--- src/rtl/chip_select_arbiter_pkg.sv ---
// rtl/chip_select_arbiter_pkg.sv - shared state encoding and sizing for the '139 chip-select arbiter
package chip_select_arbiter_pkg;

  localparam int N_REQ = 4;
  localparam int IDX_W = 2;

  typedef enum logic [1:0] {
    ST_IDLE  = 2'd0,
    ST_GRANT = 2'd1,
    ST_TURN  = 2'd2
  } state_t;

endpackage

--- src/rtl/chip_select_arbiter_rr_pick4.sv ---
// rtl/chip_select_arbiter_rr_pick4.sv - combinational 4-way round-robin priority picker
module rr_pick4
  import chip_select_arbiter_pkg::*;
(
  input  logic [N_REQ-1:0] eligible,
  input  logic [IDX_W-1:0] ptr,
  output logic             valid,
  output logic [IDX_W-1:0] idx
);

  logic [IDX_W-1:0] cand;

  // Walk from the farthest offset back to ptr so the nearest eligible index wins.
  always_comb begin
    valid = 1'b0;
    idx   = '0;
    cand  = '0;
    for (int i = N_REQ - 1; i >= 0; i--) begin
      cand = ptr + IDX_W'(i);
      if (eligible[cand]) begin
        valid = 1'b1;
        idx   = cand;
      end
    end
  end

endmodule

--- src/rtl/chip_select_arbiter.sv ---
// rtl/chip_select_arbiter.sv - round-robin owner of one '139 decoder half with turnaround and hold limit
module chip_select_arbiter
  import chip_select_arbiter_pkg::*;
#(
  parameter int TURN_CYCLES = 1,
  parameter int MAX_HOLD    = 0
) (
  input  logic             CLK,
  input  logic             RST,
  input  logic [N_REQ-1:0] REQ,
  output logic             SEL_A0,
  output logic             SEL_A1,
  output logic             _SEL_E,
  output logic [N_REQ-1:0] _GNT,
  output logic             BUSY,
  output logic             TIMEOUT
);

  state_t           state_q, state_d;
  logic [IDX_W-1:0] ptr_q, ptr_d;
  logic [IDX_W-1:0] sel_q, sel_d;
  logic [7:0]       hold_q, hold_d;
  logic [3:0]       turn_q, turn_d;
  logic [N_REQ-1:0] lock_q, lock_d;
  logic             sel_e_q, sel_e_d;
  logic             busy_q, busy_d;
  logic             timeout_q, timeout_d;

  logic             pick_valid;
  logic [IDX_W-1:0] pick_idx;
  logic             owner_req;
  logic             hold_limit;

  rr_pick4 u_pick (
    .eligible (REQ & ~lock_q),
    .ptr      (ptr_q),
    .valid    (pick_valid),
    .idx      (pick_idx)
  );

  assign owner_req  = REQ[sel_q];
  assign hold_limit = (MAX_HOLD != 0) && (hold_q == 8'(MAX_HOLD - 1));

  always_comb begin
    state_d   = state_q;
    ptr_d     = ptr_q;
    sel_d     = sel_q;
    hold_d    = hold_q;
    turn_d    = turn_q;
    sel_e_d   = sel_e_q;
    busy_d    = busy_q;
    timeout_d = 1'b0;
    lock_d    = lock_q & REQ;
    case (state_q)
      ST_IDLE: begin
        if (pick_valid) begin
          state_d = ST_GRANT;
          sel_d   = pick_idx;
          sel_e_d = 1'b0;
          busy_d  = 1'b1;
          hold_d  = '0;
        end
      end
      ST_GRANT: begin
        hold_d = hold_q + 8'd1;
        // An owner drop wins over a coinciding hold limit: that is a normal release.
        if (!owner_req || hold_limit) begin
          sel_e_d = 1'b1;
          ptr_d   = sel_q + 2'd1;
          hold_d  = '0;
          if (owner_req) begin
            timeout_d     = 1'b1;
            lock_d[sel_q] = 1'b1;
          end
          if (TURN_CYCLES > 0) begin
            state_d = ST_TURN;
            turn_d  = '0;
          end else begin
            state_d = ST_IDLE;
            busy_d  = 1'b0;
          end
        end
      end
      ST_TURN: begin
        if (turn_q == 4'(TURN_CYCLES - 1)) begin
          state_d = ST_IDLE;
          busy_d  = 1'b0;
        end else begin
          turn_d = turn_q + 4'd1;
        end
      end
      default: begin
        state_d = ST_IDLE;
        sel_e_d = 1'b1;
        busy_d  = 1'b0;
      end
    endcase
  end

  always_ff @(posedge CLK or posedge RST) begin
    if (RST) begin
      state_q   <= ST_IDLE;
      ptr_q     <= '0;
      sel_q     <= '0;
      hold_q    <= '0;
      turn_q    <= '0;
      lock_q    <= '0;
      sel_e_q   <= 1'b1;
      busy_q    <= 1'b0;
      timeout_q <= 1'b0;
    end else begin
      state_q   <= state_d;
      ptr_q     <= ptr_d;
      sel_q     <= sel_d;
      hold_q    <= hold_d;
      turn_q    <= turn_d;
      lock_q    <= lock_d;
      sel_e_q   <= sel_e_d;
      busy_q    <= busy_d;
      timeout_q <= timeout_d;
    end
  end

  assign SEL_A0  = sel_q[0];
  assign SEL_A1  = sel_q[1];
  assign _SEL_E  = sel_e_q;
  assign BUSY    = busy_q;
  assign TIMEOUT = timeout_q;
  assign _GNT    = sel_e_q ? 4'hF : ~(4'b0001 << sel_q);

endmodule

--- config.mk ---
export PLATFORM = sky130hd
export DESIGN_NAME = chip_select_arbiter
export DESIGN_NICKNAME = d
export VERILOG_FILES = /design/src/rtl/chip_select_arbiter_pkg.sv /design/src/rtl/chip_select_arbiter_rr_pick4.sv /design/src/rtl/chip_select_arbiter.sv
export SDC_FILE = /design/constraint.sdc
export NUM_CORES = 1
export LEC_CHECK = 0
export CORE_MARGIN = 2
export CORE_UTILIZATION = 40
export DETAILED_ROUTE_END_ITERATION = 12
export PLACE_DENSITY = 0.74
export RECOVER_POWER = 100
export SETUP_SLACK_MARGIN = 0.1
export SYNTH_ARGS = -nofsm -noshare
export SYNTH_HDL_FRONTEND = slang
export SYNTH_SLANG_ARGS = --single-unit
--- constraint.sdc ---
create_clock -name CLK -period 1.94 [get_ports CLK]
set_input_delay 0.291 -clock CLK [delete_from_list [all_inputs] [get_ports CLK]]
set_output_delay 0.291 -clock CLK [all_outputs]
set_load 0.03 [all_outputs]
; Word level (Yosys, flattened, before mapping)
; Cells that the tools add are included.
[op_classes]
n_eq_ne = 6
n_reduce_logical = 9
n_shift = 1
order_cmp = 5
mux = 32
bitwise = 7
addsub = 5
[op_table]
columns = operator, count
row1 = $lt 2x3->1 const B, 5
row2 = $mux 2, 7
row3 = $mux 1, 13
row4 = $mux 4, 3
row5 = $reduce_and 3->1, 4
row6 = $bmux 1 s2, 5
row7 = $and 4x4->4, 2
row8 = $ne 2x2->1 const B, 4
row9 = $not 4->4, 2
row10 = $pmux 4 s2, 1
row11 = $pmux 1 s3, 2
row12 = $pmux 2 s3, 1
row13 = $add 2x1->2 const B, 2
row14 = $add 2x2->2 const B, 2
row15 = $add 4x1->4 const B, 1
row16 = $logic_not 4->1, 1
row17 = $reduce_and 2->1, 2
row18 = $shl 1x2->4 const A, 1
row19 = $not 1->1, 3
row20 = $eq 2x1->1 const B, 1
row21 = $eq 2x2->1 const B, 1
row22 = $logic_not 2->1, 1
row23 = $reduce_bool 2->1, 1
[totals]
reg_bits = 16
out_inout_bits = 9
wordCells = 72
inputBits = 6

; Logic depth before layout (Yosys ltp)
; Gate-level depths: netlist of the first run.
[depth]
ltp_word = 10
mapped_depth = 6
ltp_nobuf = 6

; Cells and area by module
; Synthesis of the first run repeated with hierarchy kept, for this count alone.
[unflattened]
cells_unflattened = 99
hier_area_um2 = 972.2
[by_module_without_submodules]
columns = module, instances, seq_area_each_um2, area_each_um2, cells_per_inst
row1 = chip_select_arbiter, 1, 401.6, 894.6, 86
row2 = rr_pick4, 1, 0.0, 77.6, 13

; Least setup slack after synthesis of the first run
; No wires, ideal clock.
[synth_timing]
kind = register to register
startpoint = register sel_q[0]
endpoint = register ptr_q[1]
t_required_ns = 1.815
arrival_ns = 1.844
period_less_slack_ns = 1.969
path_buffers = 0
path_slack_ns = -0.029
setup_ns = 0.125
path_stages_with_launch = 4
path_cell_list = dfrtp_1 > mux4_2 > or3_4 > mux2_4
[synth_between]
elab_chain_cells = 4
elab_cells_between_ends = 5
cone_classes = 1 x add/sub / 2 x mux / 1 x bitwise / 1 x reduce/logical
[synth_lines]
columns = item, line
row1 = "start, declared", chip_select_arbiter.sv:21  ; logic [IDX_W-1:0] sel_q, sel_d;
row2 = "start signal, assigned", chip_select_arbiter.sv:114  ; sel_q <= sel_d;
row3 = $bmux 1 s2, chip_select_arbiter.sv:41  ; assign owner_req = REQ[sel_q];
row4 = $mux 1 (implied by the code), chip_select_arbiter.sv:41
row5 = $not 1->1 (no source line), -
row6 = $reduce_and 2->1 (no source line), -
row7 = "end signal, assigned", chip_select_arbiter.sv:113  ; ptr_q <= ptr_d;
row8 = "end, declared", chip_select_arbiter.sv:20  ; logic [IDX_W-1:0] ptr_q, ptr_d;
; Several ways; a longest one is shown, not always the timed one. The select of a mux whose other input is x is not followed.
; A chain may end at the register's enable or synchronous reset.

; Worst setup path after layout of the first run
[layout_timing]
startpoint = input port REQ[3]
endpoint = register ptr_q[1]
[layout_between]
elab_chain_cells = 4
[layout_lines]
columns = item, line
row1 = "start, declared", chip_select_arbiter.sv:10  ; input logic [N_REQ-1:0] REQ,
row2 = $bmux 1 s2, chip_select_arbiter.sv:41
row3 = $mux 1 (implied by the code), chip_select_arbiter.sv:41
row4 = $not 1->1 (no source line), -
row5 = $reduce_and 2->1 (no source line), -
; Every way passes these cells. The select of a mux whose other input is x is not followed.

==> metrics, run 1 <==
status finished, final reports clean; die width 51.5 um; share of cells above drive strength 1 about a tenth; 1st-pass router iterations 4; Syn Std Cell Area 901 um2; Peak Freq 539 MHz; Inserted Clock Buffers 3; Worst Slack Setup Final 0.0835 ns; crit end category flop; Placer Congestion 0.854; WL final 1720 um; Final min period 1.86 ns; worst-skew pair later-pin latency 0.28 ns; Remaining Overflow, GRT 0; initial antenna violation count 0; synth warn 0; met3 wire length 79 um; WL met2 785 um; CTS Sinks 16; Pins Over Slew Limit 0; CTS max path bufs 2; library cells used by synthesis 30; cell area after layout ~1100 um2; Hold Fails Final Rpt 0; Crit path required time roughly 2.1 ns; Leakage 0.523 nW; share of the synthesized area in the top cell type approximately two fifths; CTS tree done; mean area per synthesized cell 9.69 um2; DRC viols 0; clock skew 0.000372 ns; crit path DAT between 2 and 2.5 ns; port bufs 13; CTS H-tree lvls 1; post-route ant nets 0; Die Y 51.5 um; I/O pin cnt 15; Finish-stage setup viols 0; CTS Hold Bufs 0; post-DR vias/cell 5.10; FF-to-FF End ptr_q[1]; GR Util All Layers 15.0%; Synth area leader dfrtp_1; startpoint types primary input; worst min path class primary input to async pin; Area growth, synth to finish 23.2%; worst-path fanout max 5; wire length per cell 12.1 um; M1 WL about 840 um; post-CTS setup buffers 0; Slew HR around 60%; DRT iter0 DRCs 7; power per cell area 1280 nW/um2; nets@finish 127; Initial Util 41.5%; top cells by area, synth dfrtp_1, ha_1, nand2b_1, o21ai_0, a21oi_1; Die ar. 2650 um2; Clock Root Buffer clkbuf_4; site row count 17; Max Cap Viol 0; first-pass GRT wire length 2930 um; routed via count a little over 700; number of global-route vias before repair 645; largest net degree at the start of global routing 17; overall power 1.42 mW; Slew @ Worst Pin 0.589 ns; #FFs+latches synth 16; Crit Path Category primary input to flop; R2R Setup Slk 0.14 ns; peak supply drop 0.000803 V; CTS clock-pin slew for the worst setup and hold paths 0.09 ns; Syn Inst Count 93; Worst R2R Start sel_q[0]; HPWL after DPL 1290 um; r2r worst-path depth 3; Final period util between 90% and 100%; Max Used Layer met4; placed cell area 1100 um2; pre-CTS WS -0.0735 ns; unrepaired setup endpoints after global routing no; diode count 0; final hold slack 0.495 ns; syn_nets ~110; post_cts resized 5; CORE AREA 2170 um2; sequential element share of the synthesized area 44.6%
[cell usage in the layout, fill, tap and decap left out, types with 6 or more instances in the layout]
cell type,n
dfrtp_1,14
nand2b_1,6
ha_1,6
inv_1,8
o21ai_0,7
a21oi_1,6
dlygate4sd3_1,8
nand2_1,8
[flip-flops by register name, summed over array words and instances, names as in the netlist]
signal,cells
lock_q,4
turn_q,4
ptr_q,2
sel_q,2
state_q,2
BUSY,1
_SEL_E,1
[worst max-delay path, stage by stage]
cell and delay, ns:
dlygate4sd3_1 0.55, mux4_2 0.50, or3_4 0.37, mux2_1 0.32
[power by group]
| group | internal (mW) | switching (mW) |
|---|---|---|
| registers | 0.422 | 0.129 |
| clock network | 0.114 | 0.104 |
| logic | 0.254 | 0.394 |
| total | 0.791 | 0.627 |
[through the flow]
step	setup TNS [ns]	util (%)	instances
6_report	0	51.2	142
5_1_grt	0	51.2	142
4_1_cts	0	52.1	142
3_5_place_dp	-0.0735	50.7	138
3_3_place_gp	-0.0499	50.7	138
2_1_floorplan	0	-	93
[logic make-up after synthesis]
family	after synthesis	synth area share, %
xor+xnor	1	0.972
mux	3	5.28
other cells	1	0.416
buf+inv	10	4.58
compound gates	23	15.7
flops	16	44.6
simple gates	33	20.1
fa+ha+maj	6	8.33
[how the worst max path moves through the flow]
stage | endpoint | slack [ns] | start
CTS | _GNT[1] | 0.14 | sel_q[1]
global route | SEL_A1 | 0.07 | sel_q[1]
floorplan | ptr_q[1] | 0.09 | sel_q[0]
finish | ptr_q[1] | 0.08 | REQ[3]
global placement | ptr_q[1] | -0.05 | REQ[3]
detailed placement | ptr_q[1] | -0.07 | REQ[3]
[synth_stat cells]
cell type,n
dfrtp_1,15
a31oi_1,1
xor2_1,1
and2_1,4
mux4_2,1
a21boi_0,1
nor2b_1,4
inv_1,8
nand4_1,3
a221oi_1,1
buf_4,1
nand3_1,2
or3_4,1
mux2_4,1
conb_1,1
a21o_1,2
ha_1,6
o21ai_0,7
a22oi_1,1
o22ai_1,1
clkbuf_1,1
mux2i_1,1
o31ai_1,1
nand2b_1,6
a21oi_1,6
or3b_2,1
nand2_1,8
nor2_1,4
dfstp_2,1
o41ai_1,2
[layer usage]
layer	vias to the layer above	global-route usage, %
met2	21	24.4
met5	-	0
li1	367	-
met1	334	19.0
met4	0	3.95
met3	2	5.26
[cell type report]
type	count	area, um2
multi-input cells	67	454
clock buffers	4	36.3
repair buffers	19	151
flip-flops and latches	16	403
inverters	8	30.0
well taps	28	35.0
fillers	215	1060
(Power assumes the default switching activity.)
==> run 2, diff against run 1 <==
Settings changed: CTS_CLUSTER_SIZE from default to 30.
==> results of run 2 <==
The final DEF is identical to that of run 1; final timing and power are the same.
